==> config.mk <==
export PLATFORM = sky130hd
export DESIGN_NAME = fpu_div_requester
export DESIGN_NICKNAME = d
export VERILOG_FILES = /design/src/rtl/fpu_div_pkg.sv /design/src/rtl/sync_fifo.sv /design/src/rtl/fpu_div_requester.sv
export SDC_FILE = /design/constraint.sdc
export NUM_CORES = 1
export LEC_CHECK = 0
export BUFFER_PORTS_ARGS = -buffer_cell sky130_fd_sc_hd__buf_4
export CORE_MARGIN = 3
export CORE_UTILIZATION = 62
export DETAILED_ROUTE_END_ITERATION = 10
export GPL_ROUTABILITY_DRIVEN = 0
export PLACE_DENSITY_LB_ADDON = 0.25
export SLEW_MARGIN = 20
export SYNTH_ARGS = -nofsm -noshare
export SYNTH_HDL_FRONTEND = slang
export SYNTH_HIERARCHICAL = 1
export SYNTH_SLANG_ARGS = --single-unit
==> constraint.sdc <==
create_clock -name clk_i -period 6.8 [get_ports clk_i]
set_input_delay 1.36 -clock clk_i [delete_from_list [all_inputs] [get_ports clk_i]]
set_output_delay 1.36 -clock clk_i [all_outputs]
set_load 0.05 [all_outputs]
==> src/rtl/fpu_div_pkg.sv <==
// Shared types and constants for the FP32 divider requester.
// Flag indices address the 6-bit response flag vector {timeout,underflow,overflow,zero,NaN,error}.
package fpu_div_pkg;

    typedef enum logic [2:0] {
        IDLE,
        ISSUE,
        WAIT_ACK,
        WAIT_DONE,
        RESPOND
    } div_state_t;

    localparam int FLG_W   = 6;
    localparam int FLG_ERR = 0;
    localparam int FLG_NAN = 1;
    localparam int FLG_ZRO = 2;
    localparam int FLG_OVF = 3;
    localparam int FLG_UNF = 4;
    localparam int FLG_TMO = 5;

    localparam logic [31:0] QNAN_F32 = 32'h7FC0_0000;

    function automatic logic [FLG_W-1:0] pack_flags(
        input logic tmo, input logic unf, input logic ovf,
        input logic zro, input logic nan, input logic err
    );
        logic [FLG_W-1:0] f;
        f          = '0;
        f[FLG_TMO] = tmo;
        f[FLG_UNF] = unf;
        f[FLG_OVF] = ovf;
        f[FLG_ZRO] = zro;
        f[FLG_NAN] = nan;
        f[FLG_ERR] = err;
        return f;
    endfunction

endpackage

==> src/rtl/sync_fifo.sv <==
// Single-clock FIFO, power-of-2 depth, with registered occupancy count.
// Writes while full and reads while empty are ignored.
module sync_fifo #(
    parameter int WIDTH = 68,
    parameter int DEPTH = 4
) (
    input  logic             clk_i,
    input  logic             rst_n,
    input  logic             i_push,
    input  logic [WIDTH-1:0] i_wdata,
    input  logic             i_pop,
    output logic [WIDTH-1:0] o_rdata,
    output logic             o_full,
    output logic             o_empty
);

    localparam int AW = $clog2(DEPTH);
    localparam int CW = AW + 1;

    logic [WIDTH-1:0] r_mem [DEPTH];
    logic [AW-1:0]    r_wr_ptr;
    logic [AW-1:0]    r_rd_ptr;
    logic [CW-1:0]    r_count;
    logic             w_do_push;
    logic             w_do_pop;

    assign o_full    = (r_count == CW'(DEPTH));
    assign o_empty   = (r_count == '0);
    assign o_rdata   = r_mem[r_rd_ptr];
    assign w_do_push = i_push && !o_full;
    assign w_do_pop  = i_pop && !o_empty;

    // NOTE: storage is only DEPTH entries, so it shares the async reset with the
    // pointers; larger queues would leave the array unreset to map onto RAM.
    always_ff @(posedge clk_i or negedge rst_n) begin
        if (!rst_n) begin
            for (int i = 0; i < DEPTH; i++) r_mem[i] <= '0;
        end else if (w_do_push) begin
            r_mem[r_wr_ptr] <= i_wdata;
        end
    end

    // NOTE: non-blocking assignments keep every pointer update based on the
    // pre-edge values, so simultaneous push and pop need no special ordering.
    always_ff @(posedge clk_i or negedge rst_n) begin
        if (!rst_n) begin
            r_wr_ptr <= '0;
            r_rd_ptr <= '0;
            r_count  <= '0;
        end else begin
            if (w_do_push) r_wr_ptr <= r_wr_ptr + 1'b1;
            if (w_do_pop)  r_rd_ptr <= r_rd_ptr + 1'b1;
            case ({w_do_push, w_do_pop})
                2'b10:   r_count <= r_count + 1'b1;
                2'b01:   r_count <= r_count - 1'b1;
                default: r_count <= r_count;
            endcase
        end
    end

endmodule

==> src/rtl/fpu_div_requester.sv <==
// Initiator for the FP32 divider start/ready handshake: queues tagged operand pairs,
// issues one divide at a time, and returns in-order responses with a completion watchdog.
module fpu_div_requester
    import fpu_div_pkg::*;
#(
    parameter int DEPTH       = 4,
    parameter int TAG_W       = 4,
    parameter int TIMEOUT_CYC = 63
) (
    input  logic             clk_i,
    input  logic             rst_n,
    input  logic             cmd_valid,
    output logic             cmd_ready,
    input  logic [31:0]      cmd_a,
    input  logic [31:0]      cmd_b,
    input  logic [TAG_W-1:0] cmd_tag,
    output logic             rsp_valid,
    input  logic             rsp_ready,
    output logic [31:0]      rsp_s,
    output logic [FLG_W-1:0] rsp_flags,
    output logic [TAG_W-1:0] rsp_tag,
    output logic             div_start,
    output logic [31:0]      div_a,
    output logic [31:0]      div_b,
    input  logic [31:0]      div_s,
    input  logic             div_ready,
    input  logic             div_error,
    input  logic             div_nan,
    input  logic             div_zero,
    input  logic             div_overflow,
    input  logic             div_underflow,
    output logic             busy
);

    localparam int ENTRY_W = 64 + TAG_W;
    localparam int WDOG_W  = $clog2(TIMEOUT_CYC + 1);
    localparam logic [WDOG_W-1:0] WDOG_LAST = WDOG_W'(TIMEOUT_CYC - 1);

    div_state_t       r_state;
    logic [TAG_W-1:0] r_op_tag;
    logic [WDOG_W-1:0] r_wdog;

    logic               w_push;
    logic               w_pop;
    logic               w_full;
    logic               w_empty;
    logic [ENTRY_W-1:0] w_head;
    logic [ENTRY_W-1:0] w_entry;

    assign w_entry   = {cmd_tag, cmd_a, cmd_b};
    assign cmd_ready = !w_full;
    assign w_push    = cmd_valid && !w_full;
    assign w_pop     = (r_state == IDLE) && !w_empty;
    assign busy      = !w_empty || (r_state != IDLE);

    // Start is gated by div_ready combinationally so it can never assert into a busy divider.
    assign div_start = (r_state == ISSUE) && div_ready;

    sync_fifo #(
        .WIDTH (ENTRY_W),
        .DEPTH (DEPTH)
    ) u_cmd_fifo (
        .clk_i   (clk_i),
        .rst_n   (rst_n),
        .i_push  (w_push),
        .i_wdata (w_entry),
        .i_pop   (w_pop),
        .o_rdata (w_head),
        .o_full  (w_full),
        .o_empty (w_empty)
    );

    always_ff @(posedge clk_i or negedge rst_n) begin
        if (!rst_n) begin
            r_state   <= IDLE;
            r_op_tag  <= '0;
            r_wdog    <= '0;
            div_a     <= '0;
            div_b     <= '0;
            rsp_valid <= 1'b0;
            rsp_s     <= '0;
            rsp_flags <= '0;
            rsp_tag   <= '0;
        end else begin
            case (r_state)
                IDLE: begin
                    if (!w_empty) begin
                        {r_op_tag, div_a, div_b} <= w_head;
                        r_state                  <= ISSUE;
                    end
                end
                ISSUE: begin
                    if (div_ready) begin
                        r_wdog  <= '0;
                        r_state <= WAIT_ACK;
                    end
                end
                WAIT_ACK: begin
                    if (r_wdog == WDOG_LAST) begin
                        rsp_s     <= QNAN_F32;
                        rsp_flags <= pack_flags(1'b1, 1'b0, 1'b0, 1'b0, 1'b0, 1'b1);
                        rsp_tag   <= r_op_tag;
                        rsp_valid <= 1'b1;
                        r_state   <= RESPOND;
                    end else begin
                        r_wdog <= r_wdog + 1'b1;
                        if (!div_ready) r_state <= WAIT_DONE;
                    end
                end
                WAIT_DONE: begin
                    // Normal writeback and early exception exit both end with div_ready rising.
                    if (div_ready) begin
                        rsp_s     <= div_s;
                        rsp_flags <= pack_flags(1'b0, div_underflow, div_overflow,
                                                div_zero, div_nan, div_error);
                        rsp_tag   <= r_op_tag;
                        rsp_valid <= 1'b1;
                        r_state   <= RESPOND;
                    end else if (r_wdog == WDOG_LAST) begin
                        rsp_s     <= QNAN_F32;
                        rsp_flags <= pack_flags(1'b1, 1'b0, 1'b0, 1'b0, 1'b0, 1'b1);
                        rsp_tag   <= r_op_tag;
                        rsp_valid <= 1'b1;
                        r_state   <= RESPOND;
                    end else begin
                        r_wdog <= r_wdog + 1'b1;
                    end
                end
                RESPOND: begin
                    if (rsp_ready) begin
                        rsp_valid <= 1'b0;
                        r_state   <= IDLE;
                    end
                end
                default: r_state <= IDLE;
            endcase
        end
    end

endmodule

==> reports/results.tsv, run 1 <==
stage	metric	value	unit
yosys	adder-cell area share of the yosys netlist	0.642	%
sta	Hold Slack	0.482	ns
yosys	YS warnings	6	
grt	initial antenna violation count	0	
grt	grt total ovfl	0	
min_path	hold depth	1	
cells_and_area	Layout Nets	1333	
drt	Final ANT Viol Nets	0	
drt	routed len/inst	21.8	µm
cells_and_area	P&R area growth vs syn	19.7	%
cells_and_area	layout cell share with drive strength beyond 1	58.0	%
clock_tree	cts bufs inserted	41	
cells_and_area	fin cells	1579	
floorplan	Rows	59	
critical_path	Critical Path AT	2.57	ns
power_and_ir_drop	switch share	35.4	%
sta	PnR worst setup slack	2.87	ns
clock_tree	Post-CTS Setup Repair Bufs	0	
floorplan	Core Footprint	0.0264	mm²
clock_tree	CTS resizes	0	
place	IO Port Bufs	219	
clock_tree	CTS root buffer	clkbuf_16	
clock_tree	clk slew on worst S/H paths	0.06	ns
yosys	post-synthesis mux area share	32.6	%
floorplan	Die X-Extent	170	µm
sta	Max Fclk	0.255	GHz
flow_run	MaxCap Viol Count	0	
min_path	Min-Delay Path Class	flop to flop	
sta	Tmin final	3.93	ns
yosys	largest family of logic cells by synthesized area	multiplexers	
drt	initial drt markers	404	
yosys	Post-synth EDFFs	0	
yosys	number of synthesized register bits	399	
power_and_ir_drop	register share of total power	37.6	%
clock_tree	TritonCTS clock tree	built	
status	status	completed	
cells_and_area	most frequent cells in the layout	dfrtp_1, mux2_2, buf_4, mux4_2, clkbuf_16	
drt	vias post-DR	9419	
cells_and_area	commonest non-fill, non-tap cell in the layout	dfrtp_1	
place	post-placement cell area	0.0186	mm²
yosys	distinct cell type count after synthesis	47	
drt	drt total wl	34500	µm
floorplan	io pins	220	
critical_path	CP Launch Type	input port	
grt	largest net degree at the start of global routing	125	
place	placed cell count	1507	
yosys	cells after synthesis	1002	
power_and_ir_drop	Int Pwr	7.57	mW
critical_path	WS Path Type	input port to output port	
clock_tree	Clock Tree Buf Depth	3	
floorplan	Die Area	0.0291	mm²
clock_tree	H-Tree Depth	2	
yosys	Synth Area in Compound Gates	2.67	%
power_and_ir_drop	Peak VDD IR	0.351	mV
sta	total negative slack	0	ns
clock_tree	clk sinks	399	
grt	vias in the first global route	10308	
yosys	Async SR Flop Fraction	100	%
critical_path	Crit. End Element	output port	
sta	fin crit share	57.7	%
clock_tree	worst skew pair latency	0.52	ns
place	pre-CTS setup slack	2.90	ns
sta	Slew Viols, Final	0	
drt	DRT Pass-1 Iters	4	
yosys	XOR/XNOR Fraction of Synth Area	0.313	%
floorplan	chip height	170	µm
critical_path	crit-path max FO	7	
cells_and_area	post-route design area	0.0201	mm²
power_and_ir_drop	Clock Power Share	20.3	%
power_and_ir_drop	power per cell area	584	mW/mm²
place	Post-DP HPWL	21000	µm
yosys	Synth Area in Simple Gates	1.75	%
power_and_ir_drop	Switch Pwr	4.15	mW
drt	Via-to-Cell Ratio	5.97	
yosys	dominant synthesized flop cell	dfrtp_1	
clock_tree	Post-CTS Hold Buffers	0	
floorplan	starting density of the core	63.6	%
yosys	post-synth net total	1120	
sta	post-route clock skew	0.0117	ns
sta	worst slew pin tran	1.14	ns
yosys	Syn Area/Cell	16.7	µm²
sta	RSZ-0062 raised after global routing	no	
power_and_ir_drop	Power Total	11.7	mW
grt	first-pass GRT wire length	55400	µm
sta	worst rel slew slack	23.8	%
cells_and_area	Antenna Cells	0	
sta	final setup vio count	0	
critical_path	R2R depth	6	
power_and_ir_drop	power share of the combinational group	42.1	%
yosys	register area share after synthesis	59.6	%
yosys	cell area after synthesis	0.0168	mm²
power_and_ir_drop	Leak	8.81	nW
drt	Post-route DRC	0	
sta	Fin. Hold Viols	0	
critical_path	Req. time, crit path	5.44	ns
grt	GR Util All Layers	24.0	%
cells_and_area	final core utilization	76.2	%
[state kept, by name (all words and copies together) (netlist names), 3 cells and up]
signal              cells
rsp_s                  32
u_cmd_fifo/r_count      3
div_a                  32
rsp_flags               6
r_state                 3
u_cmd_fifo/r_mem      272
r_wdog                  6
r_op_tag                4
rsp_tag                 4
div_b                  32
[logic make-up (layout without fill, tap and decap cells)]
group	count (synthesis)	after routing
simple gates	52	52
compound gates	55	55
fa+ha+maj	8	8
mux	414	414
flops	399	399
xor+xnor	6	6
buf+inv	68	310
[power by group through the flow]
| stage | Sequential, mW | Combinational (mW) | Clock, mW |
|---|---|---|---|
| floorplan | 5.14 | 2.95 | 0 |
| global placement | 4.36 | 4.82 | 0 |
| detailed placement | 4.44 | 4.95 | 0 |
| CTS | 4.42 | 4.98 | 2.43 |
| global route | 4.57 | 5.23 | 2.52 |
| finish | 4.41 | 4.94 | 2.38 |
[layer usage]
layer	wire length, µm	global-route usage (%)	vias to the layer above
met1	14300	31.9	4972
met4	558	5.71	0
li1	-	-	4145
met5	0	0	-
met2	17400	41.1	260
met3	2120	5.23	42
[final cells by class]
type | count | area [µm²]
Sequential cell | 399 | 9990
Fill cell | 1571 | 6280
Inverter | 8 | 30.0
Tap cell | 335 | 419
Clock inverter | 15 | 220
Timing Repair Buffer | 230 | 1760
Multi-Input combinational cell | 535 | 6400
Clock buffer | 57 | 1250
[cells in the mapped netlist, drive strengths merged (2+ instances only)]
library cell | number | share of area, %
ha | 7 | 0.52
nor3 | 3 | 0.090
buf | 51 | 2.1
o22a | 10 | 0.52
dfrtp | 399 | 60
nand3 | 8 | 0.24
nor4 | 3 | 0.20
nand2 | 16 | 0.36
o31a | 2 | 0.10
xnor2 | 3 | 0.16
o21bai | 2 | 0.090
nand2b | 2 | 0.12
o21ai | 3 | 0.11
clkbuf | 9 | 0.20
nor2 | 9 | 0.22
xor2 | 3 | 0.16
and3 | 3 | 0.11
a31oi | 3 | 0.11
a22o | 27 | 1.4
mux2 | 345 | 23
mux4 | 68 | 9.1
inv | 8 | 0.18
a21oi | 4 | 0.14
[critical path, stage by stage]
cell and delay [ns]:
buf_4 0.09, nand2_1 0.20, nor3_1 0.59, buf_4 0.32
[worst paths after layout]
path,start,end,slack (ns)
max in group asynchronous,rst_n,div_b[9]$_DFFE_PN0P_,4.67
min in group asynchronous,rst_n,div_b[26]$_DFFE_PN0P_,0.83
hold / removal,u_cmd_fifo/r_mem[229]$_DFFE_PN0P_,u_cmd_fifo/r_mem[229]$_DFFE_PN0P_,0.48
setup reg to reg,u_cmd_fifo/r_count[2]$_DFFE_PN0P_,u_cmd_fifo/r_mem[106]$_DFFE_PN0P_,3.65
hold reg to reg,u_cmd_fifo/r_mem[229]$_DFFE_PN0P_,u_cmd_fifo/r_mem[229]$_DFFE_PN0P_,0.48
setup / recovery,div_ready,div_start,2.87
(Power assumes the default switching activity.)
==> run 2, diff against run 1 <==
--- a/config.mk
+++ b/config.mk
@@ -5,9 +5,10 @@
 export SDC_FILE = /design/constraint.sdc
 export NUM_CORES = 1
 export LEC_CHECK = 0
+export ABC_AREA = 1
 export BUFFER_PORTS_ARGS = -buffer_cell sky130_fd_sc_hd__buf_4
 export CORE_MARGIN = 3
-export CORE_UTILIZATION = 62
+export CORE_UTILIZATION = 59
 export DETAILED_ROUTE_END_ITERATION = 10
 export GPL_ROUTABILITY_DRIVEN = 0
 export PLACE_DENSITY_LB_ADDON = 0.25
==> constraint.sdc (replaced) <==
create_clock -name clk_i -period 3.75 [get_ports clk_i]
set_input_delay 0.75 -clock clk_i [delete_from_list [all_inputs] [get_ports clk_i]]
set_output_delay 0.75 -clock clk_i [all_outputs]
set_load 0.05 [all_outputs]
==> run 2 against run 1 <==
Non-clock buffer count increased by 22. Critical endpoint is now busy. Clock power increased by 74%. Register-to-register slack got worse by 2.6 ns. Highest routed layer unchanged. Sequential share of layout area decreased by 3.1 points. Via count increased by 77%. Sequential power increased by 70%. Largest power group unchanged. Synthesized cell count increased by 130%. Global-route usage increased by 6.3 points. First-iteration DRC count increased to 5.3 times the previous value.
==> reports/results.tsv, run 2 <==
stage	metric	value	unit	change
cells_and_area	P&R area growth vs syn	15.5	%	was 19.7%
floorplan	Die Area	0.0336	mm²	was 0.0291 mm²
floorplan	starting density of the core	60.3	%	was 63.6%
sta	worst slew pin tran	0.998	ns	was 1.14 ns
critical_path	reg2reg start	u_cmd_fifo/r_count[0]$_DFFE_PN0P_		was u_cmd_fifo/r_count[2]$_DFFE_PN0P_
flow_run	MaxCap Viol Count	0		unchanged
place	IO Port Bufs	219		unchanged
sta	Fin. Hold Viols	0		unchanged
sta	total negative slack	0	ns	unchanged
critical_path	CP Launch Type	flop		was input port
grt	first-pass GRT wire length	83700	µm	was 55400 µm
cells_and_area	Largest Register	u_cmd_fifo/r_mem		unchanged
critical_path	crit-path max FO	4		was 7
grt	GR Util All Layers	30.3	%	was 24.0%
sta	Tmin final	2.70	ns	
critical_path	crit path launch	u_cmd_fifo/r_count[1]$_DFFE_PN0P_		was div_ready
yosys	count leader, synth	nand2_1		was dfrtp_1
clock_tree	H-Tree Depth	2		unchanged
sta	PnR worst setup slack	1.05	ns	was 2.87 ns
drt	routed len/inst	18.2	µm	was 21.8 µm
yosys	synth cell count leaders	nand2_1, dfrtp_1, nand4_1		was dfrtp_1, mux2_2, mux4_2
floorplan	io pins	220		unchanged
grt	largest net degree at the start of global routing	193		was 125
min_path	Min-Delay Path Class	input port to asynchronous set/reset pin		was flop to flop
critical_path	Crit. End Element	output port		unchanged
place	Post-DP HPWL	28900	µm	was 21000 µm
sta	Slew Viols, Final	0		unchanged
yosys	register area share after synthesis	53.9	%	was 59.6%
grt	vias in the first global route	16179		was 10308
clock_tree	Post-CTS Setup Repair Bufs	0		unchanged
yosys	share of the synthesized area in the top cell type	53.9	%	was 59.6%
drt	Post-route DRC	0		unchanged
sta	worst rel slew slack	33.5	%	was 23.8%
drt	vias post-DR	16641		was 9419
yosys	distinct cell type count after synthesis	32		was 47
yosys	cell type with the largest total area after synthesis	dfrtp_1		unchanged
floorplan	Rows	64		was 59
yosys	ranking of synthesized cells by area	dfrtp_1, nand2_1, nand4_1		was dfrtp_1, mux2_2, mux4_2
sta	post-route clock skew	0.0128	ns	was 0.0117 ns
yosys	Post-synth EDFFs	0		unchanged
drt	Final ANT Viol Nets	0		unchanged
critical_path	Req. time, crit path	3.00	ns	was 5.44 ns
clock_tree	clk slew on worst S/H paths	0.06	ns	about the same
clock_tree	CTS resizes	0		unchanged
sta	fin crit share	72.1	%	
floorplan	Core Footprint	0.0307	mm²	was 0.0264 mm²
power_and_ir_drop	Leak	11.1	nW	was 8.81 nW
sta	Max Fclk	0.370	GHz	
power_and_ir_drop	power per cell area	997	mW/mm²	was 584 mW/mm²
yosys	number of synthesized register bits	399		unchanged
clock_tree	Post-CTS Hold Buffers	0		unchanged
yosys	Async SR Flop Fraction	100	%	unchanged
drt	Via-to-Cell Ratio	5.96		was 5.97
cells_and_area	max FFs per register	272		unchanged
cells_and_area	commonest non-fill, non-tap cell in the layout	nand2_1		was dfrtp_1
drt	drt total wl	50900	µm	was 34500 µm
power_and_ir_drop	Peak VDD IR	0.713	mV	was 0.351 mV
yosys	YS warnings	6		unchanged
cells_and_area	# fillers	2380		was 1571
clock_tree	clk sinks	399		unchanged
yosys	cells after synthesis	2263		was 1002
drt	DRT Pass-1 Iters	6		was 4
place	pre-CTS setup slack	1.15	ns	was 2.90 ns
floorplan	Die X-Extent	183	µm	was 170 µm
clock_tree	Clock Tree Buf Depth	3		unchanged
critical_path	WS Path Type	flop to output port		was input port to output port
yosys	post-synth net total	2381		was 1120
yosys	cell area after synthesis	0.0185	mm²	was 0.0168 mm²
cells_and_area	layout cell share with drive strength beyond 1	14.2	%	was 58.0%
sta	final setup vio count	0		unchanged
clock_tree	worst skew pair latency	0.53	ns	was 0.52 ns
grt	grt total ovfl	0		unchanged
critical_path	Critical Path AT	1.95	ns	was 2.57 ns
yosys	Syn Area/Cell	8.19	µm²	was 16.7 µm²
cells_and_area	Layout Nets	2489		was 1333
clock_tree	CTS root buffer	clkbuf_16		unchanged
critical_path	r2r setup slk	1.10	ns	was 3.65 ns
drt	initial drt markers	2141		was 404
clock_tree	cts bufs inserted	42		was 41
sta	RSZ-0062 raised after global routing	no		unchanged
floorplan	chip height	183	µm	was 170 µm
clock_tree	TritonCTS clock tree	built		unchanged
grt	initial antenna violation count	1		was 0
status	status	completed		unchanged
yosys	dominant synthesized flop cell	dfrtp_1		unchanged
cells_and_area	most frequent cells in the layout	nand2_1, dfrtp_1, nand4_1, buf_4, nor2_1		was dfrtp_1, mux2_2, buf_4, mux4_2, clkbuf_16
run 2: cell count changes in the layout (fill, tap and decap cells not counted), sizes merged, moves of 27 or more:
cell / change
mux4: -68
o21ai: +209
a22o: -27
inv: +32
nor2: +214
nand2: +858
mux2: -345
nand4: +274
run 2: layer usage:
layer / up-vias / part of all wire, % / GRT usage [%]
li1: 7682 / - / -
met1: 8026 / 41 / 42.2
met2: 840 / 48 / 49.2
met3: 93 / 8.8 / 4.78
met4: 0 / 2.2 / 10.6
met5: - / 0 / 0
run 2: kinds of logic (layout without fill, tap and decap cells):
group	after synthesis	count (layout)	synth area share [%]
AO/OA/AOI/OAI	227	227	6.21
XOR/XNOR	4	4	0.189
adder cells (fa/ha/maj)	8	8	0.580
buffers and inverters	231	364	6.55
flip-flops	399	399	53.9
other	0	1	0
AND/OR/NAND/NOR	1394	1394	32.6
run 2: final cells by class:
class	instances	area (µm²)	area share (%)
well taps	396	495	2.31
inverters	43	168	0.783
multi-input cells	1633	7430	34.7
clock buffers	65	1300	6.08
clock inverters	4	70.1	0.327
flip-flops and latches	399	9990	46.6
repair buffers	252	1960	9.16
diodes	1	2.50	0.0117
run 2: critical path, cell delays in order (launching register included):
cell and delay [ns]:
dfrtp_1 0.42, nor2_4 0.19, nand2_1 0.13, inv_1 0.13
inv_1 0.09, nor2_1 0.21, inv_1 0.06, buf_4 0.19
run 2: through the flow:
step,instance area (µm²),total power [mW],hold WS (ns),instances,util (%)
after floorplan,18500,14.4,0.437,2263,-
after global placement,20000,16.8,0.447,2723,65.2
after detailed placement,20000,17.1,0.453,2723,65.2
after CTS,21400,21.3,0.251,2792,69.6
after global routing,21400,22.8,0.276,2793,69.6
final,21400,21.4,0.213,2793,69.6
run 2: power by group:
| group | switching [mW] | internal [mW] |
|---|---|---|
| clock | 1.63 | 2.50 |
| sequential | 1.22 | 6.27 |
| combinational | 6.97 | 2.77 |
run 2: path summary, 6_finish.rpt:
path,endpoint,depth (start not counted)
setup / recovery,busy,7
hold / removal,rsp_flags[3]$_DFFE_PN0N_,1
setup reg to reg,u_cmd_fifo/r_count[1]$_DFFE_PN0P_,8
hold reg to reg,u_cmd_fifo/r_mem[2]$_DFFE_PN0P_,2
max in group asynchronous,u_cmd_fifo/r_mem[15]$_DFFE_PN0P_,2
min in group clk_i,rsp_s[11]$_DFFE_PN0N_,3
==> run 3, diff against run 2 <==
--- a/config.mk
+++ b/config.mk
@@ -8,7 +8,7 @@
 export ABC_AREA = 1
 export BUFFER_PORTS_ARGS = -buffer_cell sky130_fd_sc_hd__buf_4
 export CORE_MARGIN = 3
-export CORE_UTILIZATION = 59
+export CORE_UTILIZATION = 53
 export DETAILED_ROUTE_END_ITERATION = 10
 export GPL_ROUTABILITY_DRIVEN = 0
 export PLACE_DENSITY_LB_ADDON = 0.25
==> constraint.sdc (replaced) <==
create_clock -name clk_i -period 2.3 [get_ports clk_i]
set_input_delay 0.46 -clock clk_i [delete_from_list [all_inputs] [get_ports clk_i]]
set_output_delay 0.46 -clock clk_i [all_outputs]
set_load 0.05 [all_outputs]
==> run 3 against run 2 <==
Global-route usage decreased by 3.0 points. Clock-buffer cell count decreased by 1. Combinational power increased by 71%. Critical path type unchanged. Design area increased by 2.2%. Sequential cell count unchanged. Hold slack got worse by 0.086 ns. Total power increased by 66%. Non-clock buffer count increased by 17. Critical endpoint is now cmd_ready. Via count decreased by 0.62%. Setup slack got worse by 0.97 ns. First-iteration DRC count decreased by 25%.
==> reports/results.tsv, run 3 (same netlist as run 2, synthesis figures left out) <==
stage	metric	value	unit	change
status	status	completed		unchanged
floorplan	Die X-Extent	193	µm	was 183 µm
sta	PnR worst setup slack	0.0762	ns	was 1.05 ns
power_and_ir_drop	Peak VDD IR	0.939	mV	was 0.713 mV
sta	Max Fclk	0.450	GHz	
drt	initial drt markers	1615		was 2141
flow_run	MaxCap Viol Count	0		unchanged
floorplan	io pins	220		unchanged
drt	Final ANT Viol Nets	0		unchanged
power_and_ir_drop	power per cell area	1620	mW/mm²	was 997 mW/mm²
cells_and_area	P&R area growth vs syn	18.1	%	was 15.5%
cells_and_area	Layout Nets	2507		was 2489
cells_and_area	max FFs per register	272		unchanged
critical_path	CP delay by family, top	buffers and inverters		was simple AND/OR/NAND/NOR gates
critical_path	Req. time, crit path	1.84	ns	was 3.00 ns
critical_path	CP Launch Type	flop		unchanged
place	pre-CTS setup slack	0.191	ns	was 1.15 ns
critical_path	slowest stage delay, CP	0.43	ns	was 0.42 ns
clock_tree	clk slew on worst S/H paths	0.06	ns	about the same
sta	Hold Slack	0.127	ns	was 0.213 ns
critical_path	Critical Path AT	1.76	ns	was 1.95 ns
grt	largest net degree at the start of global routing	127		was 193
floorplan	Core Footprint	0.0340	mm²	was 0.0307 mm²
drt	Post-route DRC	0		unchanged
drt	DRT Pass-1 Iters	6		unchanged
drt	drt total wl	51500	µm	was 50900 µm
clock_tree	Clock Tree Buf Depth	3		unchanged
place	Post-DP HPWL	29200	µm	was 28900 µm
critical_path	critical path, cell by cell	nor2_4 > buf_4 > nand2_8 > inv_1 > inv_1 > buf_4		was nor2_4 > nand2_1 > inv_1 > inv_1 > nor2_1 > inv_1 > buf_4
sta	Slew Viols, Final	0		unchanged
clock_tree	cts bufs inserted	43		was 42
place	IO Port Bufs	219		unchanged
power_and_ir_drop	Leak	11.3	nW	was 11.1 nW
cells_and_area	commonest non-fill, non-tap cell in the layout	nand2_1		unchanged
grt	GR Util All Layers	27.3	%	was 30.3%
critical_path	crit-path max FO	28		was 4
floorplan	starting density of the core	54.5	%	was 60.3%
min_path	Min-Delay Path Class	input port to flop		was input port to asynchronous set/reset pin
floorplan	Rows	67		was 64
critical_path	WS Path Type	flop to output port		unchanged
grt	vias in the first global route	15618		was 16179
clock_tree	clk sinks	399		unchanged
sta	post-route clock skew	0.00932	ns	was 0.0128 ns
critical_path	critical path's slowest cell	dfrtp_1		unchanged
critical_path	Crit. End Element	output port		unchanged
sta	Tmin final	2.22	ns	
critical_path	Buf+Inv Stages, Crit Path	4		unchanged
floorplan	Die Area	0.0373	mm²	was 0.0336 mm²
clock_tree	H-Tree Depth	2		unchanged
sta	final setup vio count	0		unchanged
sta	RSZ-0062 raised after global routing	no		unchanged
sta	total negative slack	0	ns	unchanged
clock_tree	TritonCTS clock tree	built		unchanged
sta	worst slew pin tran	0.633	ns	was 0.998 ns
cells_and_area	layout cell share with drive strength beyond 1	15.1	%	was 14.2%
sta	Fin. Hold Viols	0		unchanged
cells_and_area	area occupied by multi-input gates	0.00744	mm²	was 0.00743 mm²
cells_and_area	Largest Register	u_cmd_fifo/r_mem		unchanged
sta	fin crit share	96.7	%	
drt	routed len/inst	18.0	µm	was 18.2 µm
drt	vias post-DR	16537		was 16641
clock_tree	CTS root buffer	clkbuf_16		unchanged
clock_tree	worst skew pair latency	0.54	ns	was 0.53 ns
floorplan	chip height	193	µm	was 183 µm
cells_and_area	# fillers	2897		was 2380
cells_and_area	Reg area	0.00999	mm²	about the same
grt	initial antenna violation count	4		was 1
drt	Via-to-Cell Ratio	5.77		was 5.96
grt	first-pass GRT wire length	82300	µm	was 83700 µm
cells_and_area	most frequent cells in the layout	nand2_1, dfrtp_1, nand4_1, buf_4, nor2_1		unchanged
sta	worst rel slew slack	57.8	%	was 33.5%
grt	grt total ovfl	0		unchanged
run 3: routing by layer:
| metal | vias up | routed length [µm] | GRT usage, % |
|---|---|---|---|
| li1 | 7724 | - | - |
| met1 | 7994 | 21700 | 38.2 |
| met2 | 728 | 24100 | 44.2 |
| met3 | 85 | 4660 | 5.15 |
| met4 | 6 | 1040 | 7.71 |
| met5 | - | 49 | 0 |
run 3: area by class of cell:
cell class / instances / share of cell area [%]
Antenna cell: 1 / 0.0114
Clock buffer: 64 / 5.70
Clock inverter: 10 / 0.572
Inverter: 43 / 0.766
Multi-Input combinational cell: 1633 / 34.0
Sequential cell: 399 / 45.6
Tap cell: 448 / 2.56
Timing Repair Buffer: 269 / 10.7
run 3: what timing repair did:
| action | in CTS | in global routing |
|---|---|---|
| cloned | 0 | 0 |
| hold buffers | 1 | 0 |
| setup endpoints to repair | 1 | 150 |
| gates resized for setup | 3 | 7 |
| hold endpoints to repair | 49 | 0 |
| buffers inserted | 1 | 3 |
| pin swaps | 1 | 1 |
run 3: final timing paths:
path	from	end	slack (ns)	cells after the start
setup / recovery	u_cmd_fifo/r_count[0]$_DFFE_PN0P_	cmd_ready	0.08	6
setup reg to reg	u_cmd_fifo/r_count[0]$_DFFE_PN0P_	u_cmd_fifo/r_mem[130]$_DFFE_PN0P_	0.13	10
max in group asynchronous	rst_n	div_b[19]$_DFFE_PN0P_	1.04	3
hold / removal	div_s[19]	rsp_s[19]$_DFFE_PN0N_	0.13	3
hold reg to reg	u_cmd_fifo/r_mem[177]$_DFFE_PN0P_	u_cmd_fifo/r_mem[177]$_DFFE_PN0P_	0.46	2
min in group asynchronous	rst_n	div_a[30]$_DFFE_PN0P_	0.47	2
run 3: worst min-delay path, delay by kind of cell:
kind / cells / cell delay, ns
and+or+nand+nor: 2 / 0.09
buffers and inverters: 1 / 0.08
run 3: where the power goes:
part	switching [mW]	total [mW]	internal, mW
sequential	1.72	11.9	10.2
clock	2.73	6.80	4.07
combinational	11.7	16.7	5.02
run 3: per-stage QoR:
stage                     cells  power, mW  instance area, µm²  utilization, %
final                      2867       35.5               21900            64.3
after floorplan            2263       23.5               18600               -
after detailed placement   2787       28.5               20400            60.0
after global placement     2787       28.1               20400            60.0
after CTS                  2863       35.4               21800            64.1
after global routing       2867       37.9               21900            64.3
